--- config.mk ---
export PLATFORM = sky130hd
export DESIGN_NAME = lcv_mul_acc_sched
export DESIGN_NICKNAME = d
export VERILOG_FILES = /design/src/rtl/lcv_mul_acc_sched.sv
export SDC_FILE = /design/constraint.sdc
export NUM_CORES = 1
export LEC_CHECK = 0
export CAP_MARGIN = 10
export CORE_AREA = 8 8 217 219
export DETAILED_ROUTE_END_ITERATION = 8
export DIE_AREA = 0 0 225 227
export HOLD_SLACK_MARGIN = 0.12
export MAX_ROUTING_LAYER = met4
export PLACE_DENSITY = 0.65
export SLEW_MARGIN = 5
export SYNTH_ARGS = -nofsm -noshare
export SYNTH_HDL_FRONTEND = slang
export SYNTH_SLANG_ARGS = --single-unit
--- constraint.sdc ---
create_clock -name clk -period 4.35 [get_ports clk]
set_input_delay 1.0875 -clock clk [delete_from_list [all_inputs] [get_ports clk]]
set_output_delay 1.0875 -clock clk [all_outputs]
set_load 0.005 [all_outputs]
--- src/rtl/lcv_mul_acc_sched.sv ---
// lcv_mul_acc_sched: round-robin scheduler sharing one pipelined signed MAC among NUM_REQ requesters.
//   req_valid/req_ready : per-requester operand handshake (ready is one-hot or zero)
//   req_a/req_b/req_c   : packed per-requester operands; req_acc selects the running accumulator as addend
//   rsp_valid/rsp_data  : per-requester result pulse and held result
//   mac_a..mac_e        : registered operands to the external MAC; mac_outp returns MAC_LAT cycles later
module lcv_mul_acc_sched #(
    parameter int NUM_REQ = 4,
    parameter int MAC_LAT = 1
) (
    input  logic                   clk,
    input  logic                   rst,
    input  logic [NUM_REQ-1:0]     req_valid,
    output logic [NUM_REQ-1:0]     req_ready,
    input  logic [16*NUM_REQ-1:0]  req_a,
    input  logic [16*NUM_REQ-1:0]  req_b,
    input  logic [33*NUM_REQ-1:0]  req_c,
    input  logic [NUM_REQ-1:0]     req_acc,
    output logic [NUM_REQ-1:0]     rsp_valid,
    output logic [33*NUM_REQ-1:0]  rsp_data,
    output logic [15:0]            mac_a,
    output logic [15:0]            mac_b,
    output logic [32:0]            mac_c,
    output logic [32:0]            mac_d,
    output logic [32:0]            mac_e,
    input  logic [32:0]            mac_outp
);
    localparam int IW = $clog2(NUM_REQ);
    localparam int NS = MAC_LAT + 1;

    logic [NUM_REQ-1:0]    busy_q, busy_d, rsp_valid_q, rsp_valid_d, gnt;
    logic [IW-1:0]         rr_q, rr_d, gidx, widx, idx;
    logic                  found;
    logic [32:0]           acc_q [NUM_REQ];
    logic [32:0]           acc_d [NUM_REQ];
    logic [33*NUM_REQ-1:0] rsp_data_q, rsp_data_d;
    logic [15:0]           mac_a_q, mac_a_d, mac_b_q, mac_b_d;
    logic [32:0]           mac_c_q, mac_c_d;
    logic [NS-1:0]         tag_v_q, tag_v_d;
    logic [IW-1:0]         tag_id_q [NS];
    logic [IW-1:0]         tag_id_d [NS];

    // first eligible requester scanning upward from rr_q
    always_comb begin
        found = 1'b0;
        gidx  = '0;
        idx   = '0;
        for (int k = 0; k < NUM_REQ; k++) begin
            idx = IW'((int'(rr_q) + k) % NUM_REQ);
            if (!found && req_valid[idx] && !busy_q[idx]) begin
                found = 1'b1;
                gidx  = idx;
            end
        end
        gnt = found ? (NUM_REQ'(1) << gidx) : '0;
    end

    always_comb begin
        busy_d      = busy_q;
        rr_d        = rr_q;
        acc_d       = acc_q;
        rsp_data_d  = rsp_data_q;
        rsp_valid_d = '0;
        mac_a_d     = mac_a_q;
        mac_b_d     = mac_b_q;
        mac_c_d     = mac_c_q;
        widx        = tag_id_q[NS-1];
        tag_v_d     = {tag_v_q[NS-2:0], found};
        tag_id_d[0] = gidx;
        for (int s = 1; s < NS; s++)
            tag_id_d[s] = tag_id_q[s-1];
        // result retire; busy blocks a same-requester grant, so this never collides with the issue below
        if (tag_v_q[NS-1]) begin
            acc_d[widx]               = mac_outp;
            rsp_data_d[33*widx +: 33] = mac_outp;
            rsp_valid_d[widx]         = 1'b1;
            busy_d[widx]              = 1'b0;
        end
        if (found) begin
            busy_d[gidx] = 1'b1;
            rr_d         = IW'((int'(gidx) + 1) % NUM_REQ);
            mac_a_d      = req_a[16*gidx +: 16];
            mac_b_d      = req_b[16*gidx +: 16];
            mac_c_d      = req_acc[gidx] ? acc_q[gidx] : req_c[33*gidx +: 33];
        end
    end

    always_ff @(posedge clk) begin
        if (rst) begin
            busy_q      <= '0;
            rr_q        <= '0;
            rsp_data_q  <= '0;
            rsp_valid_q <= '0;
            mac_a_q     <= '0;
            mac_b_q     <= '0;
            mac_c_q     <= '0;
            tag_v_q     <= '0;
            for (int i = 0; i < NUM_REQ; i++)
                acc_q[i] <= '0;
            for (int s = 0; s < NS; s++)
                tag_id_q[s] <= '0;
        end else begin
            busy_q      <= busy_d;
            rr_q        <= rr_d;
            rsp_data_q  <= rsp_data_d;
            rsp_valid_q <= rsp_valid_d;
            mac_a_q     <= mac_a_d;
            mac_b_q     <= mac_b_d;
            mac_c_q     <= mac_c_d;
            tag_v_q     <= tag_v_d;
            acc_q       <= acc_d;
            tag_id_q    <= tag_id_d;
        end
    end

    assign req_ready = rst ? '0 : gnt;
    assign rsp_valid = rsp_valid_q;
    assign rsp_data  = rsp_data_q;
    assign mac_a     = mac_a_q;
    assign mac_b     = mac_b_q;
    assign mac_c     = mac_c_q;
    assign mac_d     = '0;
    assign mac_e     = '0;
endmodule
==> results.yml, run 1 <==
die:
  dieArea_sq_um: 51100
  row_count: 77
  coreArea_sq_um: 43600
  die_w_um: 225
  initial_core_util_pct: 35.5
  pin_count: 574
  die_h_um: 227
final_layout:
  final_common_cell: "nand2_1"
  synthToLayoutAreaGrowth_pct: 41.2
  layout.nets: 2756
  seq_area_sq_um: 6910
  layout_common_cells: "nand2_1 (601), clkdlybuf4s50_1 (506), dfxtp_1 (345)"
  drive_gt1_share_pct: 4.45
  multiInputGateArea_sq_um: 7550
  fillers: 4211
  final_cells: 3066
grt:
  grt_usage_pct: 25.6
  grt_pass1_vias: 15500
  grt_overflow: 0
  antenna_found_initial: 5
  grt_pass1_wl_mm: 99.0
  grt_max_degree: 232
timing:
  clock_skew_ns: 0.0220
  final.setup.tns_ns: 0
  min_period_ns: 4.19
  worst_pin_slew_ns: 1.32
  rsz0062_at_grt: "false"
  fin_crit_sh_pct: 96.4
  setup_viol: 0
  finalHoldViolations: 0
  timing.fmax_mhz: 238
  slew_headroom_pct: 11.8
  finalMaxSlewViolations: 0
routing:
  vias_per_cell: 5.25
  ant_nets: 0
  routed_wl_mm: 67.2
  vias: 16100
  dr.first_iter.drc_count: 1479
  drt_pass1_iterations: 6
  post_drt_wl_per_cell_um: 21.9
  drc: 0
synthesis:
  yosysUniqueCellTypes: 37
  syn-cell-area_sq_um: 15500
  synth.area.mux_share_pct: 2.33
  synthAdderAreaFrac_pct: 0.646
  synthSimpleGateAreaFrac_pct: 26.2
  synth-xor-area-share_pct: 0
  syn_inst: 2077
  synth_top_family_by_area: "simple AND/OR/NAND/NOR gates"
  synth_seq_cells: 345
  syn_avg_cell_area_sq_um: 7.47
  yosys_most_used_dff: "dfxtp_1"
  synth_edf_count: 0
  synth-compound-area-share_pct: 17.4
  async_reset_ff_share_pct: 0
  synth-seq-area-share_pct: 44.5
  yosys_warnings: 0
place:
  port_buffers: 507
  routabilityCongestion: 0.934
  dp.cells: 2996
  hpwl_mm: 46.4
worst_setup_path:
  critPathLaunchType: "input port"
  r2r_end: "mac_c[4]$_SDFFE_PP0P_"
  r2r_slack_ns: 1.21
  cp.arrival_ns: 3.11
  r2r_start: "busy_q[0]$_SDFF_PP0_"
  cp.required_ns: 3.26
  crit_type: "input port to output pin"
  reg2reg_depth: 9
  cp_max_fo: 6
  end_kind: "output pin"
  crit_path_start: "req_valid[0]"
power_and_ir_drop:
  seq_power_share_pct: 30.1
  ir_worst_vdd_mv: 0.597
  combinationalPowerShare_pct: 43.2
  clockPowerShare_pct: 26.7
  swShare_pct: 38.9
  leakagePower_nw: 8.10
  p_sw_w: 0.00487
  internal_power_w: 0.00764
  power.density_nw_per_um2: 571
clock_network:
  clockBufferDepth: 3
  clkLatencyLatePin_ns: 0.56
  cts_setup_buffers: 0
  clkTransAtPathRegs_ns: 0.06
  cts_max_level: 2
  numCtsBuffers: 39
  cts_resized: 0
  cts_sinks: 345
  cts_hold_buf: 0
  cts_tree: "yes"
  cts_root_buffer: "clkbuf_16"
min_path:
  min_from: "mac_a[5]$_SDFFE_PP0P_"
  whs_path_depth: 2
  hold_path.class: "flip-flop to flip-flop"
  hold_end: "mac_a[5]$_SDFFE_PP0P_"
status:
  outcome: "completed"
job:
  drv_cap: 0
## sequential cells by signal, indices dropped and copies added, names as in the netlist
signal     count
rsp_valid      4
mac_a         16
rsp_data     132
rr_q           2
acc_q        132
widx           2
tag_id_d       2
busy_q         4
mac_c         33
mac_b         16
tag_v_q        2
## synth_stat cells (2+ instances only)
| cell type | instances | area [sq um] |
|---|---|---|
| a22oi_1 | 133 | 998 |
| nor3_1 | 4 | 20.0 |
| buf_6 | 2 | 22.5 |
| ha_1 | 8 | 100 |
| nand3_1 | 196 | 981 |
| nand2_1 | 604 | 2270 |
| and3_1 | 3 | 18.8 |
| buf_4 | 70 | 526 |
| a21oi_1 | 200 | 1000 |
| nor2_1 | 180 | 676 |
| buf_2 | 31 | 155 |
| o32ai_2 | 2 | 32.5 |
| buf_1 | 12 | 45.0 |
| a311oi_1 | 33 | 289 |
| nor4b_1 | 2 | 17.5 |
| dfxtp_1 | 345 | 6910 |
| clkbuf_1 | 158 | 593 |
| nor2b_1 | 3 | 18.8 |
| mux2i_1 | 35 | 350 |
| a221o_1 | 33 | 330 |
| and2_1 | 4 | 25.0 |
| inv_1 | 3 | 11.3 |
| o32a_1 | 2 | 20.0 |
## stage by stage
stage          setup WS (ns)  area (sq um)  total power [W]  util [%]  hold slack, ns
6_report               0.156         21900           0.0125      50.2           0.452
5_1_grt               0.0406         21900           0.0132      50.2           0.464
4_1_cts                0.130         21900           0.0126      50.1           0.450
3_5_place_dp          0.0172         20600          0.00923      47.2           0.440
3_3_place_gp          0.0573         20600          0.00917      47.2           0.435
2_1_floorplan          0.645         15700          0.00707         -           0.414
## area by class of cell
class,instances,area share [%]
clock inverters,9,0.520
inverters,4,0.0686
flip-flops and latches,345,31.6
repair buffers,536,24.5
diodes,4,0.0457
clock buffers,57,5.37
well taps,592,3.38
multi-input cells,1519,34.5
## worst max-delay path: stages
cell	delay (ns)
clkdlybuf4s50_1	0.43
nand2b_2	0.16
inv_2	0.04
a211oi_1	0.44
o32a_2	0.28
and3_1	0.16
clkdlybuf4s50_1	0.50
## kinds of logic (layout without fill, tap and decap cells)
| group | Yosys count | in the layout |
|---|---|---|
| mux | 36 | 36 |
| flops | 345 | 345 |
| compound gates | 408 | 408 |
| buf+inv | 278 | 606 |
| other cells | 1 | 70 |
| simple gates | 1001 | 1001 |
| fa+ha+maj | 8 | 8 |
## routing by layer
| metal | up-vias | share of wire, % | track usage [%] |
|---|---|---|---|
| li1 | 7636 | - | - |
| met1 | 7732 | 43 | 32.3 |
| met2 | 647 | 47 | 40.6 |
| met3 | 75 | 8.1 | 6.17 |
| met4 | 0 | 2.3 | 7.24 |
| met5 | - | 0 | - |
## how the worst max path moves through the flow
| stage | to | slack [ns] | cells past startpoint |
|---|---|---|---|
| global route | req_ready[2] | 0.04 | 7 |
| finish | req_ready[2] | 0.16 | 7 |
| floorplan | req_ready[2] | 0.65 | 8 |
| detailed placement | mac_c[8]$_SDFFE_PP0P_ | 0.02 | 11 |
| global placement | mac_c[18]$_SDFFE_PP0P_ | 0.06 | 11 |
| CTS | req_ready[2] | 0.13 | 7 |
## power groups by stage
stage | Combinational (W) | Sequential [W] | Clock (W)
after floorplan | 0.00326 | 0.00382 | 0
after global placement | 0.00534 | 0.00383 | 0
after detailed placement | 0.00539 | 0.00384 | 0
after CTS | 0.00541 | 0.00377 | 0.00341
after global routing | 0.00587 | 0.00381 | 0.00353
final | 0.00540 | 0.00377 | 0.00333
Note: power is estimated with default switching activity, not from simulation.
==> run 2, diff against run 1 <==
--- a/config.mk
+++ b/config.mk
@@ -5,13 +5,14 @@
 export SDC_FILE = /design/constraint.sdc
 export NUM_CORES = 1
 export LEC_CHECK = 0
+export ABC_AREA = 1
 export CAP_MARGIN = 10
-export CORE_AREA = 8 8 217 219
+export CORE_AREA = 8 8 220 222
 export DETAILED_ROUTE_END_ITERATION = 8
-export DIE_AREA = 0 0 225 227
+export DIE_AREA = 0 0 228 230
 export HOLD_SLACK_MARGIN = 0.12
 export MAX_ROUTING_LAYER = met4
-export PLACE_DENSITY = 0.65
+export PLACE_DENSITY = 0.66
 export SLEW_MARGIN = 5
 export SYNTH_ARGS = -nofsm -noshare
 export SYNTH_HDL_FRONTEND = slang
==> run 2 against run 1 <==
Against the previous run:
- sequential share of layout area decreased by 1.9 points
- area after synthesis increased by 9.1%
- non-clock buffer count increased by 10
- combinational power increased by 59%
- die area increased by 2.7%
- maximum frequency increased by 7.8%
- utilization increased by 1.8 points
- setup slack improved by 0.31 ns
- synthesized cell count increased by 26%
- clock skew decreased by 0.012 ns
- clock power decreased by 2%
==> results.yml, run 2 <==
status:
  outcome: "completed"
synthesis:
  yosys_most_used_dff: "dfxtp_1"
  synth_top_cells_by_count: "nand2_1 (976), nor2_1 (367), dfxtp_1 (345), nand3_1 (241), o21ai_0 (132)"
  syn-cell-area_sq_um: 16900
  syn_inst: 2610
  yosysUniqueCellTypes: 32
  yosys_warnings: 0
  synth_edf_count: 0
  synth-seq-area-share_pct: 40.8
  yosysTopAreaCell: "dfxtp_1"
  synth_area_leaders: "dfxtp_1 (41%), nand2_1 (22%), nor2_1 (8.1%), nand3_1 (7.1%), o21ai_0 (3.9%)"
  yosysMostFrequentCell: "nand2_1"
  synth_seq_cells: 345
  synth_top_cell_area_share_pct: 40.8
  syn_avg_cell_area_sq_um: 6.48
  async_reset_ff_share_pct: 0
die:
  die_h_um: 230
  coreArea_sq_um: 44900
  dieArea_sq_um: 52400
  die_w_um: 228
  initial_core_util_pct: 37.7
  row_count: 78
  pin_count: 574
routing:
  met1_length_mm: 30.6
  vias: 18300
  dr.first_iter.drc_count: 1458
  post_drt_wl_per_cell_um: 19.7
  dr_wl_met3_mm: 6.64
  wl_met2_mm: 33.2
  vias_per_cell: 5.00
  routed_wl_mm: 72.2
  maxUsedRoutingLayer: "met4"
  drc: 0
  ant_nets: 0
  drt_pass1_iterations: 5
place:
  port_buffers: 507
  routabilityCongestion: 0.945
  dp_slack_ns: 0.0758
  hpwl_mm: 49.9
worst_setup_path:
  r2r_slack_ns: 1.06
  crit_type: "input port to output pin"
  cp.arrival_ns: 2.80
  cp.required_ns: 3.26
  cp_max_fo: 5
  critPathLaunchType: "input port"
  end_kind: "output pin"
power_and_ir_drop:
  power.density_nw_per_um2: 669
  leakagePower_nw: 9.97
  p_total_w: 0.0156
  ir_worst_vdd_mv: 1.15
final_layout:
  layout_common_cells: "nand2_1 (974), clkdlybuf4s50_1 (502), nor2_1 (363)"
  drive_gt1_share_pct: 4.37
  final_common_cell: "nand2_1"
  synthToLayoutAreaGrowth_pct: 37.8
  final_util_pct: 51.9
  layout.nets: 3324
clock_network:
  cts_tree: "yes"
  clkTransAtPathRegs_ns: 0.06
  cts_hold_buf: 0
  numCtsBuffers: 40
  clkLatencyLatePin_ns: 0.56
  cts_max_level: 2
  clockBufferDepth: 3
  cts_sinks: 345
  cts_root_buffer: "clkbuf_16"
timing:
  slew_headroom_pct: 22.3
  worst_slack_ns: 0.462
  fin_crit_sh_pct: 89.4
  timing.fmax_mhz: 257
  finalHoldViolations: 0
  setup_viol: 0
  min_period_ns: 3.89
  finalMaxSlewViolations: 0
  final.setup.tns_ns: 0
  rsz0062_at_grt: "false"
  clock_skew_ns: 0.00977
  worst_pin_slew_ns: 1.17
grt:
  grt_pass1_vias: 17500
  grt_usage_pct: 26.9
  grt_overflow: 0
  grt_max_degree: 136
  grt_pass1_wl_mm: 109
  antenna_found_initial: 20
min_path:
  hold_path.class: "flip-flop to flip-flop"
job:
  drv_cap: 0
[run 2: cell types whose count changed in the layout (fill, tap and decap cells not counted), sizes merged, moves of 73 or more]
cell   delta
nand2   +376
a21oi   -125
nor2    +191
o21ai   +131
a22oi    -73
inv      +94
[run 2: path summary, 6_finish.rpt]
kind,startpoint,end,depth (start not counted)
setup / recovery,req_valid[2],req_ready[0],13
hold / removal,tag_id_d[0]$_SDFF_PP0_,widx[0]$_SDFF_PP0_,2
setup reg to reg,rr_q[0]$_SDFFE_PP0P_,mac_a[11]$_SDFFE_PP0P_,16
hold reg to reg,tag_id_d[0]$_SDFF_PP0_,widx[0]$_SDFF_PP0_,2
[run 2: layer usage]
layer / global-route usage, % / up-vias
met4: 8.64 / 0
met2: 42.1 / 714
met1: 33.0 / 8500
met3: 8.11 / 107
met5: - / -
li1: - / 8970
[run 2: where the power goes]
group / leakage, nW / switching (W) / internal [W]
clock: 0.618 / 0.00136 / 0.00191
sequential: 2.80 / 0.000207 / 0.00357
combinational: 6.55 / 0.00585 / 0.00271
total: 9.97 / 0.00742 / 0.00818
[run 2: logic make-up after synthesis]
logic type      synth area share (%)
buf+inv                         10.4
flops                           40.8
other cells                   0.0222
compound gates                  9.05
fa+ha+maj                      0.592
simple gates                    39.1
[run 2: layout make-up]
type                    count  area [sq um]
multi-input cells        1980          8530
clock buffers              58          1160
clock inverters            12          97.6
inverters                 100           378
repair buffers            546          5460
fillers                  4501         21600
well taps                 600           751
flip-flops and latches    345          6910
diodes                     17          42.5
[run 2: critical path, cell delays in order]
cell and delay [ns]:
clkdlybuf4s50_1 0.49, nand2_1 0.06, nand2_1 0.09, nand3_2 0.08, nand2_2 0.16, inv_2 0.05
nand3_2 0.11, nand3_1 0.08, nand2_1 0.10, nand2_4 0.08, buf_4 0.13, nor2_1 0.09
dlymetal6s2s_1 0.18
[run 2: timing repair]
item	4_1_cts	5_1_grt
buffers inserted	0	0
resized for setup	0	4
endpoints found under the setup margin	0	4
[run 2: per-stage QoR]
stage,instances,hold WS [ns],instance area (sq um)
floorplan,2675,0.388,17200
CTS,3640,0.405,23200
global route,3656,0.428,23300
finish,3658,0.404,23300
detailed placement,3570,0.393,22000
global placement,3570,0.396,22000
